## config.mk

```make
export PLATFORM = sky130hd
export DESIGN_NAME = voter_ctrl
export DESIGN_NICKNAME = d
export VERILOG_FILES = /design/src/rtl/voter_ctrl.sv
export SDC_FILE = /design/constraint.sdc
export NUM_CORES = 1
export LEC_CHECK = 0
export BUFFER_PORTS_ARGS = -buffer_cell sky130_fd_sc_hd__buf_2
export CORE_MARGIN = 8
export CORE_UTILIZATION = 55
export CTS_BUF_LIST = sky130_fd_sc_hd__clkbuf_8
export CTS_CLUSTER_DIAMETER = 120
export CTS_CLUSTER_SIZE = 20
export DETAILED_ROUTE_END_ITERATION = 16
export GPL_TIMING_DRIVEN = 1
export PLACE_DENSITY = 0.81
export SKIP_CTS_REPAIR_TIMING = 1
export SYNTH_ARGS = -nofsm -noshare
export SYNTH_HDL_FRONTEND = slang
export SYNTH_SLANG_ARGS = --single-unit
```

## constraint.sdc

```tcl
create_clock -name clk -period 2.7 [get_ports clk]
set_input_delay 0.27 -clock clk [delete_from_list [all_inputs] [get_ports clk]]
set_output_delay 0.27 -clock clk [all_outputs]
set_load 0.02 [all_outputs]
```

## src/rtl/voter_ctrl.sv

```systemverilog
`default_nettype none
// ============================================================================
// Module   : voter_ctrl
// Brief    : Framed four-member voting session: collect one ballot per member
//            until all have voted or the timer expires, then publish the tally.
// Revision : 1.0 - initial release
// ============================================================================
module voter_ctrl #(
    parameter int TIMEOUT = 100,
    parameter int CW      = 8
) (
    input  logic       clk,
    input  logic       rst_n,
    input  logic       start,
    input  logic [3:0] vld,
    input  logic [3:0] vote,
    output logic       busy,
    output logic [3:0] voted,
    output logic [3:1] O,
    output logic       done,
    output logic [7:0] sessions
);

    typedef enum logic [1:0] {
        S_IDLE    = 2'd0,
        S_COLLECT = 2'd1,
        S_EVAL    = 2'd2,
        S_DONE    = 2'd3
    } state_t;

    localparam logic [CW-1:0] c_tmax = CW'(TIMEOUT - 1);

    state_t        r_state, w_next_state;
    logic [3:0]    r_voted, w_voted_nx;
    logic [3:0]    r_yes, w_yes_nx;
    logic [CW-1:0] r_timer, w_timer_nx;
    logic [3:1]    r_o, w_o_nx;
    logic [7:0]    r_sessions, w_sessions_nx;
    logic          r_busy, r_done;
    logic [3:0]    w_accept;
    logic [2:0]    w_tally;

    assign w_accept = vld & ~r_voted;
    assign w_tally  = 3'(r_yes[0]) + 3'(r_yes[1]) + 3'(r_yes[2]) + 3'(r_yes[3]);

    always_comb begin
        w_next_state  = r_state;
        w_voted_nx    = r_voted;
        w_yes_nx      = r_yes;
        w_timer_nx    = r_timer;
        w_o_nx        = r_o;
        w_sessions_nx = r_sessions;
        case (r_state)
            S_IDLE: begin
                if (start) begin
                    w_next_state = S_COLLECT;
                    w_voted_nx   = 4'b0000;
                    w_yes_nx     = 4'b0000;
                    w_timer_nx   = '0;
                    w_o_nx       = 3'b000;
                end
            end
            S_COLLECT: begin
                // First ballot per member wins; later ones are masked by r_voted.
                w_voted_nx = r_voted | w_accept;
                w_yes_nx   = (r_yes & ~w_accept) | (vote & w_accept);
                w_timer_nx = r_timer + 1'b1;
                if (((r_voted | w_accept) == 4'b1111) || (r_timer == c_tmax))
                    w_next_state = S_EVAL;
            end
            S_EVAL: begin
                if (w_tally <= 3'd1)
                    w_o_nx = 3'b100;
                else if (w_tally == 3'd2)
                    w_o_nx = 3'b010;
                else
                    w_o_nx = 3'b001;
                w_sessions_nx = r_sessions + 8'd1;
                w_next_state  = S_DONE;
            end
            S_DONE: begin
                w_next_state = S_IDLE;
            end
            default: begin
                w_next_state = S_IDLE;
            end
        endcase
    end

    always_ff @(posedge clk or negedge rst_n) begin
        if (!rst_n) begin
            r_state    <= S_IDLE;
            r_voted    <= 4'b0000;
            r_yes      <= 4'b0000;
            r_timer    <= '0;
            r_o        <= 3'b000;
            r_sessions <= 8'd0;
            r_busy     <= 1'b0;
            r_done     <= 1'b0;
        end else begin
            r_state    <= w_next_state;
            r_voted    <= w_voted_nx;
            r_yes      <= w_yes_nx;
            r_timer    <= w_timer_nx;
            r_o        <= w_o_nx;
            r_sessions <= w_sessions_nx;
            r_busy     <= (w_next_state != S_IDLE);
            r_done     <= (w_next_state == S_DONE);
        end
    end

    assign busy     = r_busy;
    assign voted    = r_voted;
    assign O        = r_o;
    assign done     = r_done;
    assign sessions = r_sessions;

endmodule
`default_nettype wire

```

==> impl_metrics.env <==
export IMPL_post_dp_hpwl_mm=2.24
export IMPL_r2r_start="r_yes[0]"
export IMPL_clock_path_buffers=2
export IMPL_cp_end_kind="flip-flop"
export IMPL_post_route_period_util_pct=79.1
export IMPL_power_total_mw=2.07
export IMPL_vias_per_cell=5.61
export IMPL_rsz0062_at_grt="no"
export IMPL_crit_arrival_ns=2.34
export IMPL_wl_per_cell_um=15.2
export IMPL_powerDensity_mw_per_mm2=1190
export IMPL_clockRootBuffer="clkbuf_8"
export IMPL_cpPeakStageDelay_ns=0.48
export IMPL_dr_total_vias=1144
export IMPL_critPathBufInv=0
export IMPL_synthArstFlopShare_pct=100
export IMPL_path_cells="fa_1 > ha_1 > ha_1 > nor3b_1 > a21oi_1 > nand3_1 > o22ai_1"
export IMPL_wl_mm=3.10
export IMPL_slew_headroom_pct=56.4
export IMPL_crit_start="r_yes[0]"
export IMPL_synth_edf_count=0
export IMPL_placed_cell_area_mm2=0.00162
export IMPL_io_pins=28
export IMPL_die_area_mm2=0.00454
export IMPL_layout_common_cells="dfrtp_1, buf_2, nand2_1, nor2_1, a21oi_1"
export IMPL_skew_ns=0.00556
export IMPL_mostFrequentLayoutCell="dfrtp_1"
export IMPL_antenna_found_initial=0
export IMPL_maxSlewViolCount=0
export IMPL_grt_pass1_vias=1170
export IMPL_globalplace_congestion=0.838
export IMPL_clk_latency_ns=0.28
export IMPL_grt_overflow=0
export IMPL_reg2regPathDepth=7
export IMPL_path_depth=7
export IMPL_cp_slowest_cell="fa_1"
export IMPL_cts_buffers=5
export IMPL_stdcell_area_mm2=0.00174
export IMPL_num_antenna_cells=0
export IMPL_syn_inst=141
export IMPL_worst_pin_slew_ns=0.655
export IMPL_area_delta_synth_final_pct=19.8
export IMPL_synthesis_area_mm2=0.00145
export IMPL_rows=18
export IMPL_core_area_mm2=0.00250
export IMPL_hold_ws_ns=0.00785
export IMPL_hold_violations=0
export IMPL_ant_nets=0
export IMPL_final_nets=191
export IMPL_drt_iter0_drc=71
export IMPL_grt_pass1_wl_mm=5.12
export IMPL_hp_class="primary input to async pin"
export IMPL_ys_warnings_count=0
export IMPL_mappedNetlistNets=159
export IMPL_synth_distinct_cells=31
export IMPL_htreeDepth=2
export IMPL_cap_violations=0
export IMPL_period_needed_ns=2.14
export IMPL_synth_seq_cells=31
export IMPL_p_leak_nw=0.876
export IMPL_grt_max_degree=32
export IMPL_die_w_um=67.4
export IMPL_track_usage_pct=15.0
export IMPL_status="finished, final reports clean"
export IMPL_cpMostUsedCell="ha_1"
export IMPL_cp_max_fo=3
export IMPL_path_class="flip-flop to flip-flop"
export IMPL_clkTransAtPathRegs_ns=0.07
export IMPL_ir_drop_mv=0.834
export IMPL_tns_ns=0
export IMPL_ys_seq_area_share_pct=53.4
export IMPL_cts_tree="yes"
export IMPL_synth_ff_type="dfrtp_1"
export IMPL_cts_sinks=31
export IMPL_die_height_um=67.4
export IMPL_fmax_ghz=0.468
export IMPL_cp_data_required_time_ns=2.90
export IMPL_synth_area_per_cell_um2=10.3
export IMPL_firstDrtPassIters=4
export IMPL_setup_viol=0
export IMPL_critPathLaunchType="flip-flop"
export IMPL_critPathTopFamily="adder cells"
export IMPL_drc=0
export IMPL_io_buffers=27
export IMPL_initial_utilization_pct=58.1
export IMPL_drive_above_1_share_pct=22.4
==> through the flow <==
step	instances	util [%]	setup slack, ns
after floorplan	141	-	0.801
after global placement	196	64.9	0.775
after detailed placement	196	64.9	0.609
after CTS	204	69.6	0.592
after global routing	204	69.6	0.442
final	204	69.6	0.563
==> worst paths after layout <==
kind,endpoint,slack [ns]
worst min-delay path,r_timer[0],0.008
worst max register to register,O[2],0.56
min in group clk,r_yes[2],0.23
max in group asynchronous,r_timer[6],2.26
worst max-delay path,O[2],0.56
worst min register to register,sessions[7],0.47
==> synth_stat cells (2+ instances only) <==
cell / number / share of area, %
a21oi_1: 10 / 3.4
and3_1: 2 / 0.86
buf_2: 2 / 0.69
clkbuf_1: 2 / 0.52
dfrtp_1: 31 / 53
ha_1: 6 / 5.2
inv_1: 5 / 1.3
mux2i_1: 2 / 1.4
nand2_1: 16 / 4.1
nand2b_1: 2 / 0.86
nand3_1: 6 / 2.1
nand3b_1: 2 / 1.0
nand4_1: 4 / 1.7
nor2_1: 15 / 3.9
nor3_1: 3 / 1.0
nor3b_1: 2 / 1.0
o21ai_0: 3 / 1.0
o22ai_1: 4 / 1.7
xnor2_1: 9 / 5.4
xor2_1: 4 / 2.4
==> cells by family after synthesis <==
family / Yosys count / synth area share [%]
and+or+nand+nor: 56 / 18.6
DFF: 31 / 53.4
AOI/OAI and AO/OA: 23 / 9.66
xor gates and xnor gates: 13 / 7.84
buffers and inverters: 9 / 2.50
adders and majority gates: 7 / 6.55
muxes: 2 / 1.38
==> metal layers <==
layer	vias to the layer above	global-route usage, %	share of wire, %
met5	-	0	0
li1	542	-	-
met4	0	7.05	1.9
met2	29	25.6	52
met3	8	5.63	5.6
met1	565	16.0	41
==> state kept, by name (all words and copies together), names as in the netlist <==
name      cells
O             3
r_state       2
voted         4
done          1
busy          1
r_yes         4
r_timer       8
sessions      8
==> area by class of cell <==
type | instances | area [um2]
clock buffers | 6 | 82.6
clock inverters | 2 | 35.0
fillers | 199 | 761
inverters | 5 | 18.8
multi-input cells | 101 | 639
flip-flops and latches | 31 | 776
well taps | 30 | 37.5
repair buffers | 29 | 150
==> report_power, final <==
group / switching [mW] / internal [mW]
clock: 0.175 / 0.298
sequential: 0.155 / 0.620
combinational: 0.499 / 0.319
No activity file was read; power rests on OpenSTA's default activity.
